<file path="config.mk">
export PLATFORM = sky130hd
export DESIGN_NAME = duck_sprite_reader
export DESIGN_NICKNAME = d
export VERILOG_FILES = /design/src/rtl/duck_sprite_reader.sv
export SDC_FILE = /design/constraint.sdc
export NUM_CORES = 1
export LEC_CHECK = 0
export ABC_AREA = 1
export ABC_CLOCK_PERIOD_IN_PS = 7900
export BUFFER_PORTS_ARGS = -buffer_cell sky130_fd_sc_hd__buf_2
export CAP_MARGIN = 30
export CORE_MARGIN = 1
export CORE_UTILIZATION = 23
export DETAILED_ROUTE_END_ITERATION = 8
export HOLD_SLACK_MARGIN = 0.02
export PLACE_DENSITY = 0.44
export SETUP_SLACK_MARGIN = 0.2
export SLEW_MARGIN = 20
export SYNTH_ARGS = -nofsm -noshare
export SYNTH_HDL_FRONTEND = slang
export SYNTH_SLANG_ARGS = --single-unit
export TNS_END_PERCENT = 20
</file>
<file path="constraint.sdc">
create_clock -name Clk -period 7.9 [get_ports Clk]
set_clock_uncertainty 0.15 [all_clocks]
set_input_delay 1.58 -clock Clk [delete_from_list [all_inputs] [get_ports Clk]]
set_output_delay 1.58 -clock Clk [all_outputs]
set_load 0.01 [all_outputs]
</file>
<file path="src/rtl/duck_sprite_reader.sv">
// Duck sprite ROM read client: maps DrawX/DrawY onto the sprite box, drives the ROM address,
// applies colour-key transparency and cycles animation frames. Define DUCK_MIRROR_EN for horizontal flip.
module duck_sprite_reader #(
  parameter int          SPR_W      = 20,
  parameter int          SPR_H      = 19,
  parameter int          NUM_FRAMES = 3,
  parameter int          FRAME_HOLD = 8,
  parameter logic [23:0] TRANSP_KEY = 24'hFF00FF
) (
  input  logic        Clk,
  input  logic        Reset,
  input  logic        frame_start,
  input  logic [9:0]  DrawX,
  input  logic [9:0]  DrawY,
  input  logic [9:0]  sprite_x,
  input  logic [9:0]  sprite_y,
  input  logic        sprite_show,
  input  logic        anim_run,
  input  logic        facing_left,
  output logic [18:0] read_address,
  input  logic [23:0] rom_data,
  output logic [23:0] pixel_color,
  output logic        pixel_on
);

  localparam int          HOLD_W     = (FRAME_HOLD > 1) ? $clog2(FRAME_HOLD) : 1;
  localparam int          IDX_W      = (NUM_FRAMES > 1) ? $clog2(NUM_FRAMES) : 1;
  localparam logic [18:0] FRAME_STEP = 19'(SPR_W * SPR_H);

  logic [9:0]        sx_reg, sy_reg;
  logic              show_reg;
  logic [HOLD_W-1:0] hold_cnt_reg;
  logic [IDX_W-1:0]  frame_idx_reg;
  logic [18:0]       frame_base_reg;
  logic [18:0]       read_address_reg, read_address_next;
  logic              hit_q1_reg, hit_q2_reg, hit_next;
  logic              pixel_on_reg, pixel_on_next;
  logic [23:0]       pixel_color_reg, pixel_color_next;
  logic              mirror;

  // Position is only sampled on frame_start so the sprite never tears mid-frame
  always_ff @(posedge Clk or posedge Reset) begin
    if (Reset) begin
      sx_reg   <= '0;
      sy_reg   <= '0;
      show_reg <= 1'b0;
    end else if (frame_start) begin
      sx_reg   <= sprite_x;
      sy_reg   <= sprite_y;
      show_reg <= sprite_show;
    end
  end

`ifdef DUCK_MIRROR_EN
  logic facing_reg;

  always_ff @(posedge Clk or posedge Reset) begin
    if (Reset) begin
      facing_reg <= 1'b0;
    end else if (frame_start) begin
      facing_reg <= facing_left;
    end
  end

  assign mirror = facing_reg;
`else
  logic unused_facing;

  assign unused_facing = facing_left;
  assign mirror        = 1'b0;
`endif

  // Frame base advances by one sprite's worth of words, avoiding a multiplier
  always_ff @(posedge Clk or posedge Reset) begin
    if (Reset) begin
      hold_cnt_reg   <= '0;
      frame_idx_reg  <= '0;
      frame_base_reg <= '0;
    end else if (frame_start) begin
      if (anim_run) begin
        if (hold_cnt_reg == HOLD_W'(FRAME_HOLD - 1)) begin
          hold_cnt_reg <= '0;
          if (frame_idx_reg == IDX_W'(NUM_FRAMES - 1)) begin
            frame_idx_reg  <= '0;
            frame_base_reg <= '0;
          end else begin
            frame_idx_reg  <= frame_idx_reg + IDX_W'(1);
            frame_base_reg <= frame_base_reg + FRAME_STEP;
          end
        end else begin
          hold_cnt_reg <= hold_cnt_reg + HOLD_W'(1);
        end
      end else begin
        hold_cnt_reg <= '0;
      end
    end
  end

  logic [10:0] x_end, y_end;
  logic [9:0]  col_raw, col, row;
  logic        in_x, in_y;

  // 11-bit box edges so a sprite near the right/bottom edge never wraps
  always_comb begin
    x_end   = {1'b0, sx_reg} + 11'(SPR_W);
    y_end   = {1'b0, sy_reg} + 11'(SPR_H);
    in_x    = (DrawX >= sx_reg) && ({1'b0, DrawX} < x_end);
    in_y    = (DrawY >= sy_reg) && ({1'b0, DrawY} < y_end);
    hit_next = show_reg && in_x && in_y;
    col_raw = DrawX - sx_reg;
    row     = DrawY - sy_reg;
    col     = mirror ? (10'(SPR_W - 1) - col_raw) : col_raw;
    read_address_next = '0;
    if (hit_next) begin
      read_address_next = frame_base_reg + 19'(row) * 19'(SPR_W) + 19'(col);
    end
  end

  always_comb begin
    pixel_on_next    = hit_q2_reg && (rom_data != TRANSP_KEY);
    pixel_color_next = pixel_on_next ? rom_data : 24'h0;
  end

  always_ff @(posedge Clk or posedge Reset) begin
    if (Reset) begin
      read_address_reg <= '0;
      hit_q1_reg       <= 1'b0;
      hit_q2_reg       <= 1'b0;
      pixel_on_reg     <= 1'b0;
      pixel_color_reg  <= '0;
    end else begin
      read_address_reg <= read_address_next;
      hit_q1_reg       <= hit_next;
      hit_q2_reg       <= hit_q1_reg;
      pixel_on_reg     <= pixel_on_next;
      pixel_color_reg  <= pixel_color_next;
    end
  end

  assign read_address = read_address_reg;
  assign pixel_on     = pixel_on_reg;
  assign pixel_color  = pixel_color_reg;

endmodule

</file>
After elaboration in Yosys (flattened, before gate mapping)
Index checks and enable logic that the tools add are counted.
Widths: inputs -> output; s select.

word-level totals
  register bits after elaboration = 91
  input bits = 70
  output and inout bits = 44
  word-level logic and storage cells = 40

operators by class
  $add $sub $neg = 9
  $mul = 1
  magnitude comparators = 4
  eq/ne operators = 3
  mux-type cells = 6
  reductions and logical operators = 6

operators by type and width
  cell                   count
  $mux 19                2
  $mux 24                1
  $ne 24x24->1 const B   1
  $add 10x5->11 const B  2
  $lt 10x11->1           2
  $ge 10x10->1           2
  $sub 10x10->10         2
  $add 19x10->19         1
  $add 19x15->19         1
  $add 19x9->19 const B  1
  $mul 10x3->13 const B  1
  $mux 3                 2
  $logic_and 1x1->1      5
  $add 3x1->3 const B    1
  $eq 3x3->1 const B     1
  $reduce_and 3->1       1
  $add 2x1->2 const B    1
  $eq 2x2->1 const B     1
  $mux 2                 1

Depth between registers and ports, before layout
Gate-level depths: netlist (run 1).

  word-level depth = 6
  gate-level depth with buffers = 31
  mapped depth without buffers = 31

Worst setup path after synthesis (run 1)
No wires, ideal clock.

  kind = in2reg
  from = in DrawY[0]
  to = reg read_address_reg[12] (netlist: read_address[12])
  library setup time = 0.121 ns
  data arrival time = 5.343 ns
  data required time = 7.629 ns
  slack = 2.286 ns
  stages on the path = 22
  buffers on the path = 0
  path through = inv_1 ha_1 inv_1 fa_1 a21oi_1 xnor2_1 ha_1 inv_1 fa_1 o21ai_1 a21oi_1 nor2_1 nor2_1 xor2_1 inv_1 ha_1 ha_1 a21oi_1 o21ai_0 nand3b_1 xnor2_1 nor2_2

between the ends
  word-level cells in the longest chain between the ends = 5
  elaborated cells on any way between the ends = 9
  those cells by class = add/sub: 3; mul: 1; order compare: 2; mux: 1; reduce/logical: 2

ends and longest elaborated chain
  element                          line  text
  start: declaration               14    input logic [9:0] DrawY,
  $sub 10x10->10                   111   row = DrawY - sy_reg;
  $mul 10x3->13                    115   read_address_next = frame_base_reg + 19'(row) * 19'(SPR_W) + 19'(col);
  $add 19x15->19                   115
  $add 19x10->19                   115
  $mux 19 (*)                      114   if (hit_next) begin
  named net read_address_next[12]  35    logic [18:0] read_address_reg, read_address_next;
  end signal: assignment           132   read_address_reg <= read_address_next;
  end: declaration                 35

The timed path passes the listed nets; every way through them passes the cells marked *.
A chain may end at the register's enable or synchronous reset.

Worst setup path after layout (run 1)
Same ends and word-level chain as after synthesis.

==> run summary, run 1 <==
Initial DRC count -> 228
Slowest CP cell -> fa_1
Share of cells above drive strength 1 -> 16.8%
Total power -> 2.54 mW
Slew Viols, Final -> 0
Synth async-reset ratio -> 100%
Inserted Clock Buffers -> 9
Post-CTS Setup Inserts -> 0
Area after DPL -> 0.00784 sq mm
Diodes inserted -> 0
Main synth FF type -> dfrtp_1
Post-route cell area -> 0.00815 sq mm
Setup violators final -> 0
First-pass GRT wire length -> 29500 um
Cell variety after synth -> 38
Final hold violation count -> 0
WP data required -> 7970 ps
R2R Path Start -> sy_reg[0]$_DFFE_PP0P_
F_max -> 167 MHz
Vias in the first global route -> 6047
Ys Warns -> 0
Pre-CTS setup slack -> 1540 ps
Crit path launch -> DrawY[0]
Antenna Nets Post-Route -> 0
Fin nets -> 1174
Final wirelength -> 16800 um
Routed len/inst -> 12.0 um
GP Congestion -> 0.815
Source of the worst hold timing path -> hit_q1_reg$_DFF_PP0_
IO Port Bufs -> 112
All-Layer GR Usage -> 11.9%
WHS Endpoint -> hit_q2_reg$_DFF_PP0_
Post_cts resized -> 0
Clock sinks -> 89
Die area -> 0.0304 sq mm
CP Capture Type -> register
Crit path launch type -> primary input
Final WS setup -> 1910 ps
Hold Path Depth -> 0
Clock Path Buffers -> 2
Via-to-Cell Ratio -> 4.21
Tcrit/Tclk final -> 75.8%
Chip width -> 174 um
Worst Reg2Reg Path Length in Cells -> 21
Final critical-path required period -> 5990 ps
Clock-pin slew on the worst setup and hold paths -> 70 ps
Relative max-transition margin -> 46.2%
H-tree level count -> 3
Hold slack -> 204 ps
Final std cells w/o fill -> 1407
Final Util -> 28.1%
Hold WC Path Type -> register to register
Core area -> 0.0290 sq mm
Hpwl dp -> 13900 um
DP Cell Count -> 1390
Flops & latches, synth -> 89
Worst Path Arrival -> 6060 ps
DRC Markers -> 0
Root buffer cell -> clkbuf_16
Initial Util -> 23.6%
Routed via count -> 5926
CP Max Fanout -> 4
Slew @ Worst Pin -> 805 ps
Syn_area_per_cell -> 7.58 sq um
Largest net degree at the start of global routing -> 69
Post-Syn Instances -> 902
DIE HEIGHT -> 174 um
Crit-path cells -> buf_2 > inv_1 > ha_1 > inv_1 > fa_1 > a21oi_1 > xnor2_1 > ha_1 > inv_1 > fa_1 > o21ai_1 > a21oi_1 > nor2_1 > nor2_1 > xor2_1 > inv_1 > ha_1 > ha_1 > a21oi_1 > o21ai_0 > nand3b_1 > xnor2_1 > nor2_2
P per Cell Area -> 312 mW/mm^2
Max-Cap Viols -> 0
Num rows -> 62
Max reg flops -> 24
Area occupied by multi-input gates -> 0.00399 sq mm
Clk_lat worst skew -> 350 ps
RSZ-0062 raised after global routing -> no
Outcome -> finished, final reports clean
FILL cells -> 3253
Pleak -> 4.43 nW
Setup TNS -> 0 ps
R2R Setup Slk -> 2990 ps
Worst Setup Path Type -> primary input to register
Crit-path max cell delay -> 460 ps
Count of flip-flops with a built-in enable after synthesis -> 0
Register area -> 0.00223 sq mm
GRT overflow -> 0
CTS tree -> yes
Initial antenna violation count -> 0
Register area share after synthesis -> 32.6%
Hold-fix buffers, CTS -> 0
P&R area growth vs syn -> 19.2%
DR pass1 iterations -> 5
Max IR drop VDD -> 183 uV
Top-Level Pins -> 114
RR Endpoint -> read_address[12]$_DFF_PP0_
Cell area after synthesis -> 0.00684 sq mm
worst max-delay path, delay by kind of cell:
kind	cells	cell delay, ps
XOR/XNOR	3	450
buffers and inverters	5	410
AO/OA/AOI/OAI	5	1140
adder cells (fa/ha/maj)	6	2060
AND/OR/NAND/NOR	4	410
placed cells by master (no fill, tap or decap), types with 12 or more instances in the layout:
cell | Yosys | layout
nand2_1 | 187 | 187
inv_1 | 144 | 143
buf_2 | 3 | 112
nor2_1 | 91 | 91
dfrtp_1 | 89 | 89
ha_1 | 74 | 74
a21oi_1 | 59 | 59
nand3_1 | 43 | 43
o21ai_0 | 38 | 38
xor2_1 | 26 | 26
nor2_2 | 21 | 21
xnor2_1 | 17 | 17
nand4_1 | 16 | 16
nor3_1 | 14 | 14
fa_1 | 12 | 12
logic make-up after synthesis:
logic type,Yosys count,synth area share [%]
mux,1,0.165
compound gates,129,10.5
flops,89,32.6
buf+inv,162,9.17
fa+ha+maj,86,17.1
xor+xnor,45,5.98
simple gates,388,24.4
other cells,2,0.110
power breakdown:
group / internal (mW) / switching [mW] / total, mW
sequential: 0.488 / 0.0210 / 0.509
combinational: 0.613 / 0.999 / 1.61
clock: 0.220 / 0.203 / 0.423
routing by layer:
metal	wire length (um)	global-route usage [%]	vias up
li1	-	-	3121
met1	8310	15.6	2670
met2	7590	20.1	126
met3	755	2.10	9
met4	169	2.96	0
met5	0	0	-
cell type report:
| type | instances | share of cell area [%] |
|---|---|---|
| Tap cell | 384 | 5.89 |
| Timing Repair Buffer | 115 | 7.40 |
| Clock inverter | 7 | 0.722 |
| Inverter | 151 | 6.97 |
| Clock buffer | 9 | 2.76 |
| Sequential cell | 89 | 27.3 |
| Multi-Input combinational cell | 652 | 48.9 |
worst max-delay path by stage:
stage / to / slack [ps] / cells after the start
global placement: read_address[18]$_DFF_PP0_ / 1530 / 23
CTS: read_address[12]$_DFF_PP0_ / 1890 / 23
floorplan: read_address[12]$_DFF_PP0_ / 2290 / 22
detailed placement: read_address[12]$_DFF_PP0_ / 1540 / 23
global route: read_address[16]$_DFF_PP0_ / 1480 / 25
finish: read_address[12]$_DFF_PP0_ / 1910 / 23
synthesized netlist by cell type, types with 3 or more instances:
cell type	number	share of area (%)
nor2_1	91	5.0
nand2_1	187	10
inv_2	7	0.38
buf_2	3	0.22
o21bai_1	4	0.44
o21ai_1	5	0.37
nand4_1	16	1.5
fa_1	12	3.5
a31oi_1	3	0.27
nor3_1	14	1.0
nor2_2	21	1.9
clkbuf_1	6	0.33
a21oi_1	59	4.3
a21o_1	5	0.55
ha_1	74	14
nand3b_1	4	0.44
xnor2_1	17	2.2
o21a_1	3	0.33
nor4_1	5	0.46
nand3_1	43	3.1
xor2_1	26	3.3
o31ai_1	4	0.44
dfrtp_1	89	33
nand2_2	4	0.37
o21ai_0	38	2.8
inv_1	144	7.9
(Power assumes the default switching activity.)
==> run 2: changes to the inputs <==
--- a/config.mk
+++ b/config.mk
@@ -6,7 +6,7 @@
 export NUM_CORES = 1
 export LEC_CHECK = 0
 export ABC_AREA = 1
-export ABC_CLOCK_PERIOD_IN_PS = 7900
+export ABC_CLOCK_PERIOD_IN_PS = 5890
 export BUFFER_PORTS_ARGS = -buffer_cell sky130_fd_sc_hd__buf_2
 export CAP_MARGIN = 30
 export CORE_MARGIN = 1
==> constraint.sdc (replaced) <==
create_clock -name Clk -period 5.89 [get_ports Clk]
set_clock_uncertainty 0.15 [all_clocks]
set_input_delay 1.178 -clock Clk [delete_from_list [all_inputs] [get_ports Clk]]
set_output_delay 1.178 -clock Clk [all_outputs]
set_load 0.01 [all_outputs]
==> run summary, run 2 (synthesis results as in run 1) <==
Outcome -> finished, final reports clean
GP Congestion -> 0.817 (+0.26%)
Clock Path Buffers -> 2 (unchanged)
Clk_lat worst skew -> 350 ps (about the same)
Commonest non-fill, non-tap cell in the layout -> nand2_1
Post-CTS Setup Inserts -> 0 (unchanged)
DR pass1 iterations -> 4 (-1)
Crit-path max cell delay -> 450 ps (about the same)
Final wirelength -> 16900 um (+0.62%)
P per Cell Area -> 424 mW/mm^2 (+36%)
P&R area growth vs syn -> 20.3%
Worst Setup Path Type -> primary input to register
DRC Markers -> 0 (unchanged)
Largest net degree at the start of global routing -> 48 (-30%)
Hpwl dp -> 14000 um (+0.94%)
Slew Viols, Final -> 0 (unchanged)
IO Port Bufs -> 112 (unchanged)
Via-to-Cell Ratio -> 4.18 (-0.79%)
H-tree level count -> 3 (unchanged)
Met1 Usage GRT -> 15.7% (+0.13 points)
Clock sinks -> 89 (unchanged)
Share of cells above drive strength 1 -> 17.6% (+0.79 points)
Diodes inserted -> 0 (unchanged)
Max reg flops -> 24 (unchanged)
Final hold violation count -> 0 (unchanged)
DIE HEIGHT -> 174 um (unchanged)
First-pass GRT wire length -> 29000 um (-1.9%)
Die area -> 0.0304 sq mm (unchanged)
All-Layer GR Usage -> 11.8% (-0.067 points)
Initial antenna violation count -> 0 (unchanged)
Setup violators final -> 0 (unchanged)
Routed len/inst -> 12.0 um (+0.26%)
Vias in the first global route -> 5908 (-2.3%)
WP data required -> 6020 ps (-1950 ps)
Final critical-path required period -> 5260 ps
Top-Level Pins -> 114 (unchanged)
Max IR drop VDD -> 214 uV (+17%)
Core area -> 0.0290 sq mm (unchanged)
Routed via count -> 5900 (-0.44%)
Hold WC Path Type -> register to register
Chip width -> 174 um (unchanged)
CTS tree -> yes
Final WS setup -> 628 ps (-1280 ps)
Root buffer cell -> clkbuf_16
Crit path launch type -> primary input
Clock-pin slew on the worst setup and hold paths -> 70 ps (about the same)
Crit-path cells -> buf_2 > inv_1 > ha_1 > inv_1 > fa_1 > buf_4 > xor2_2 > ha_1 > inv_1 > fa_1 > o21ai_1 > buf_4 > xor2_1 > fa_1 > inv_1 > ha_1 > a21oi_1 > o21a_1 > nand3_1 > nand2_1 > nand2_1 > nand2_1 > nand2_1 > nor2_2
CP Max Fanout -> 4 (unchanged)
CP delay by family, top -> adder cells
Slew @ Worst Pin -> 763 ps (-42.6 ps)
CP Capture Type -> register
Initial DRC count -> 222 (-2.6%)
Total power -> 3.48 mW (+37%)
GRT overflow -> 0 (unchanged)
Initial Util -> 23.6% (unchanged)
Worst path bufs/invs -> 7 (+2)
Met2 usage -> 19.2% (-0.90 points)
Pleak -> 4.45 nW (+0.54%)
Inserted Clock Buffers -> 9 (unchanged)
F_max -> 190 MHz
Worst Path Arrival -> 5390 ps (-670 ps)
RSZ-0062 raised after global routing -> yes
Grt met3 use -> 1.99% (-0.11 points)
Antenna Nets Post-Route -> 0 (unchanged)
Pre-CTS setup slack -> 220 ps (-1310 ps)
Slowest CP cell -> fa_1
Relative max-transition margin -> 49.0% (+2.8 points)
Most Used Layer, Global Route -> met2
Num rows -> 62 (unchanged)
Most frequent cells in the layout -> nand2_1 (187), inv_1 (143), buf_2 (112)
Max-Cap Viols -> 0 (unchanged)
Tcrit/Tclk final -> 89.3%
Fin nets -> 1179 (+0.43%)
Setup TNS -> 0 ps (unchanged)
==> run 2: per-layer routing <==
metal	wire length (um)	vias up
met3	679	14
met1	8490	2644
li1	-	3122
met5	0	-
met2	7530	120
met4	229	0
==> run 2: worst register-to-register path, cell delays in order, from the launching register on <==
cell and delay (ps):
dfrtp_1 370, inv_2 70, ha_1 380, nand2_1 70, nand2_1 70, o21bai_1 120, xor2_1 220, inv_1 100
ha_1 290, ha_1 170, inv_1 60, fa_1 390, o21ai_1 160, buf_4 150, xor2_1 210, fa_1 440
inv_1 70, ha_1 270, a21oi_1 220, o21a_1 190, nand3_1 140, nand2_1 110, nand2_1 50, nand2_1 50
nand2_1 60, nor2_2 90
==> run 2: final timing paths <==
kind / from / end / slack [ps] / cells past startpoint
min in group asynchronous: Reset / sx_reg[2]$_DFFE_PP0P_ / 570 / 2
worst min register to register: hit_q1_reg$_DFF_PP0_ / hit_q2_reg$_DFF_PP0_ / 200 / 0
worst max register to register: sy_reg[2]$_DFFE_PP0P_ / read_address[18]$_DFF_PP0_ / 1150 / 25
worst max-delay path: DrawY[0] / read_address[18]$_DFF_PP0_ / 630 / 24
max in group asynchronous: Reset / frame_base_reg[18]$_DFFE_PP0P_ / 4220 / 3
worst min-delay path: hit_q1_reg$_DFF_PP0_ / hit_q2_reg$_DFF_PP0_ / 200 / 0
==> run 2: what timing repair did <==
| action | CTS | global route |
|---|---|---|
| gates resized for setup | 0 | 5 |
| endpoints found under the setup margin | 0 | 3 |
| hold buffers | 0 | 0 |
==> run 2: where the power goes <==
group / switching, mW / leakage (nW) / internal [mW]
logic: 1.35 / 3.15 / 0.848
registers: 0.0283 / 1.16 / 0.655
clock network: 0.268 / 0.141 / 0.335
total: 1.65 / 4.45 / 1.84
==> run 2: through the flow <==
stage	util [%]	hold WS (ps)	instances	instance area (sq um)
finish	28.3	202	1412	8220
global route	28.3	209	1412	8220
CTS	28.2	205	1411	8180
detailed placement	27.1	189	1395	7880
global placement	27.1	184	1395	7880
floorplan	-	181	903	6840
==> run 2: final cells by class <==
| class | instances | area, sq um |
|---|---|---|
| timing repair buffer | 120 | 633 |
| fill | 3200 | 20800 |
| inverter | 151 | 568 |
| clock inverter | 6 | 73.8 |
| sequential | 89 | 2230 |
| multi-input combinational | 652 | 4010 |
| tap | 384 | 480 |
| clock buffer | 10 | 229 |
==> run 3: changes to the inputs <==
--- a/config.mk
+++ b/config.mk
@@ -11,6 +11,7 @@
 export CAP_MARGIN = 30
 export CORE_MARGIN = 1
 export CORE_UTILIZATION = 23
+export CTS_BUF_LIST = sky130_fd_sc_hd__clkbuf_4 sky130_fd_sc_hd__clkbuf_8
 export DETAILED_ROUTE_END_ITERATION = 8
 export HOLD_SLACK_MARGIN = 0.02
 export PLACE_DENSITY = 0.44
@@ -19,4 +20,3 @@
 export SYNTH_ARGS = -nofsm -noshare
 export SYNTH_HDL_FRONTEND = slang
 export SYNTH_SLANG_ARGS = --single-unit
-export TNS_END_PERCENT = 20
==> run summary, run 3 (synthesis results as in run 1) <==
Outcome -> finished, final reports clean
Slew Viols, Final -> 0 (unchanged)
Chip width -> 174 um (unchanged)
P per Cell Area -> 411 mW/mm^2 (-2.9%)
Tcrit/Tclk final -> 89.2% (-0.16 points)
Slowest CP cell -> fa_1
Final Util -> 27.9% (-0.39 points)
IO Port Bufs -> 112 (unchanged)
F_max -> 190 MHz (+0.18%)
Diodes inserted -> 0 (unchanged)
Crit path launch type -> primary input
Clk_lat worst skew -> 380 ps (+30 ps)
Commonest non-fill, non-tap cell in the layout -> nand2_1
Final critical-path required period -> 5250 ps (-9.66 ps)
Max reg flops -> 24 (unchanged)
CTS tree -> yes
R2R Setup Slk -> 1150 ps (about the same)
Antenna Nets Post-Route -> 0 (unchanged)
RSZ-0062 raised after global routing -> no
Inserted Clock Buffers -> 9 (unchanged)
Crit-path max cell delay -> 410 ps (-40 ps)
Top-Level Pins -> 114 (unchanged)
P&R area growth vs syn -> 18.6%
Initial antenna violation count -> 0 (unchanged)
Worst Setup Path Type -> primary input to register
Clock-pin slew on the worst setup and hold paths -> 100 ps (+30 ps)
GRT overflow -> 0 (unchanged)
Fin nets -> 1179 (unchanged)
Die area -> 0.0304 sq mm (unchanged)
Pleak -> 4.41 nW (-0.96%)
DR pass1 iterations -> 4 (unchanged)
Initial DRC count -> 227 (+2.3%)
Hold-fix buffers, CTS -> 0 (unchanged)
GP Congestion -> 0.817 (unchanged)
Final wirelength -> 16900 um (about the same)
Hold Path Depth -> 0 (unchanged)
Setup TNS -> 0 ps (unchanged)
CP Capture Type -> register
Vias in the first global route -> 5901 (-0.12%)
Source of the worst hold timing path -> hit_q1_reg$_DFF_PP0_
WHS Endpoint -> hit_q2_reg$_DFF_PP0_
Setup violators final -> 0 (unchanged)
Slew @ Worst Pin -> 759 ps (-3.56 ps)
Max IR drop VDD -> 218 uV (+1.8%)
All-Layer GR Usage -> 11.8% (about the same)
Clock Path Buffers -> 2 (unchanged)
Num rows -> 62 (unchanged)
Hpwl dp -> 14000 um (unchanged)
Core area -> 0.0290 sq mm (unchanged)
Worst Reg2Reg Path Length in Cells -> 27 (+8.0%)
Final hold violation count -> 0 (unchanged)
Largest net degree at the start of global routing -> 48 (unchanged)
CP Max Fanout -> 4 (unchanged)
Worst Path Arrival -> 5410 ps (+20 ps)
Hold slack -> 211 ps (+8.73 ps)
RR Endpoint -> read_address[17]$_DFF_PP0_
DRC Markers -> 0 (unchanged)
Routed len/inst -> 12.0 um (about the same)
H-tree level count -> 3 (unchanged)
First-pass GRT wire length -> 29000 um (about the same)
Total power -> 3.34 mW (-4.3%)
CP delay by family, top -> adder cells
Root buffer cell -> clkbuf_8
R2R Path Start -> sy_reg[2]$_DFFE_PP0P_
Via-to-Cell Ratio -> 4.17 (-0.10%)
Relative max-transition margin -> 49.3% (+0.24 points)
Clock sinks -> 89 (unchanged)
Hold WC Path Type -> register to register
Share of cells above drive strength 1 -> 17.4% (-0.19 points)
Initial Util -> 23.6% (unchanged)
Max-Cap Viols -> 0 (unchanged)
Worst path bufs/invs -> 6 (-1)
Most frequent cells in the layout -> nand2_1 (187), inv_1 (143), buf_2 (112)
Routed via count -> 5894 (-0.10%)
DIE HEIGHT -> 174 um (unchanged)
WP data required -> 6050 ps (+30 ps)
## run 3: repair_timing
item,in CTS,in global routing
setup buffers,0,0
endpoints found under the hold margin,0,0
endpoints found under the setup margin,0,1
gates resized for setup,0,2
## run 3: final cells by class
| type | count | area, sq um |
|---|---|---|
| tap | 384 | 480 |
| inverter | 151 | 568 |
| multi-input combinational | 652 | 4000 |
| clock inverter | 6 | 73.8 |
| timing repair buffer | 120 | 633 |
| sequential | 89 | 2230 |
| clock buffer | 10 | 131 |
| fill | 3213 | 20900 |
## run 3: layer usage
metal / vias up / track usage (%) / part of all wire (%)
li1: 3117 / - / -
met1: 2643 / 15.7 / 50
met2: 120 / 19.2 / 45
met3: 14 / 2.12 / 3.9
met4: 0 / 4.02 / 1.5
met5: - / 0 / 0
## run 3: worst max path at each step
stage          startpoint                    endpoint  cells past startpoint
4_1_cts          DrawY[0]  read_address[18]$_DFF_PP0_                     24
5_1_grt          DrawY[0]  read_address[16]$_DFF_PP0_                     27
6_report         DrawY[0]  read_address[18]$_DFF_PP0_                     25
2_1_floorplan    DrawY[0]  read_address[12]$_DFF_PP0_                     22
3_5_place_dp     DrawY[0]  read_address[18]$_DFF_PP0_                     24
3_3_place_gp     DrawY[0]  read_address[18]$_DFF_PP0_                     24
## run 3: report_power, final
part / switching [mW] / total [mW] / internal, mW
clock: 0.250 / 0.456 / 0.206
combinational: 1.35 / 2.20 / 0.844
sequential: 0.0286 / 0.683 / 0.655
total: 1.63 / 3.34 / 1.70
## run 3: per-stage QoR
stage | worst slack (ps) | area [sq um] | instances
CTS | 607 | 8080 | 1411
detailed placement | 220 | 7880 | 1395
floorplan | 678 | 6840 | 903
finish | 638 | 8110 | 1412
global route | 213 | 8110 | 1412
global placement | 194 | 7880 | 1395
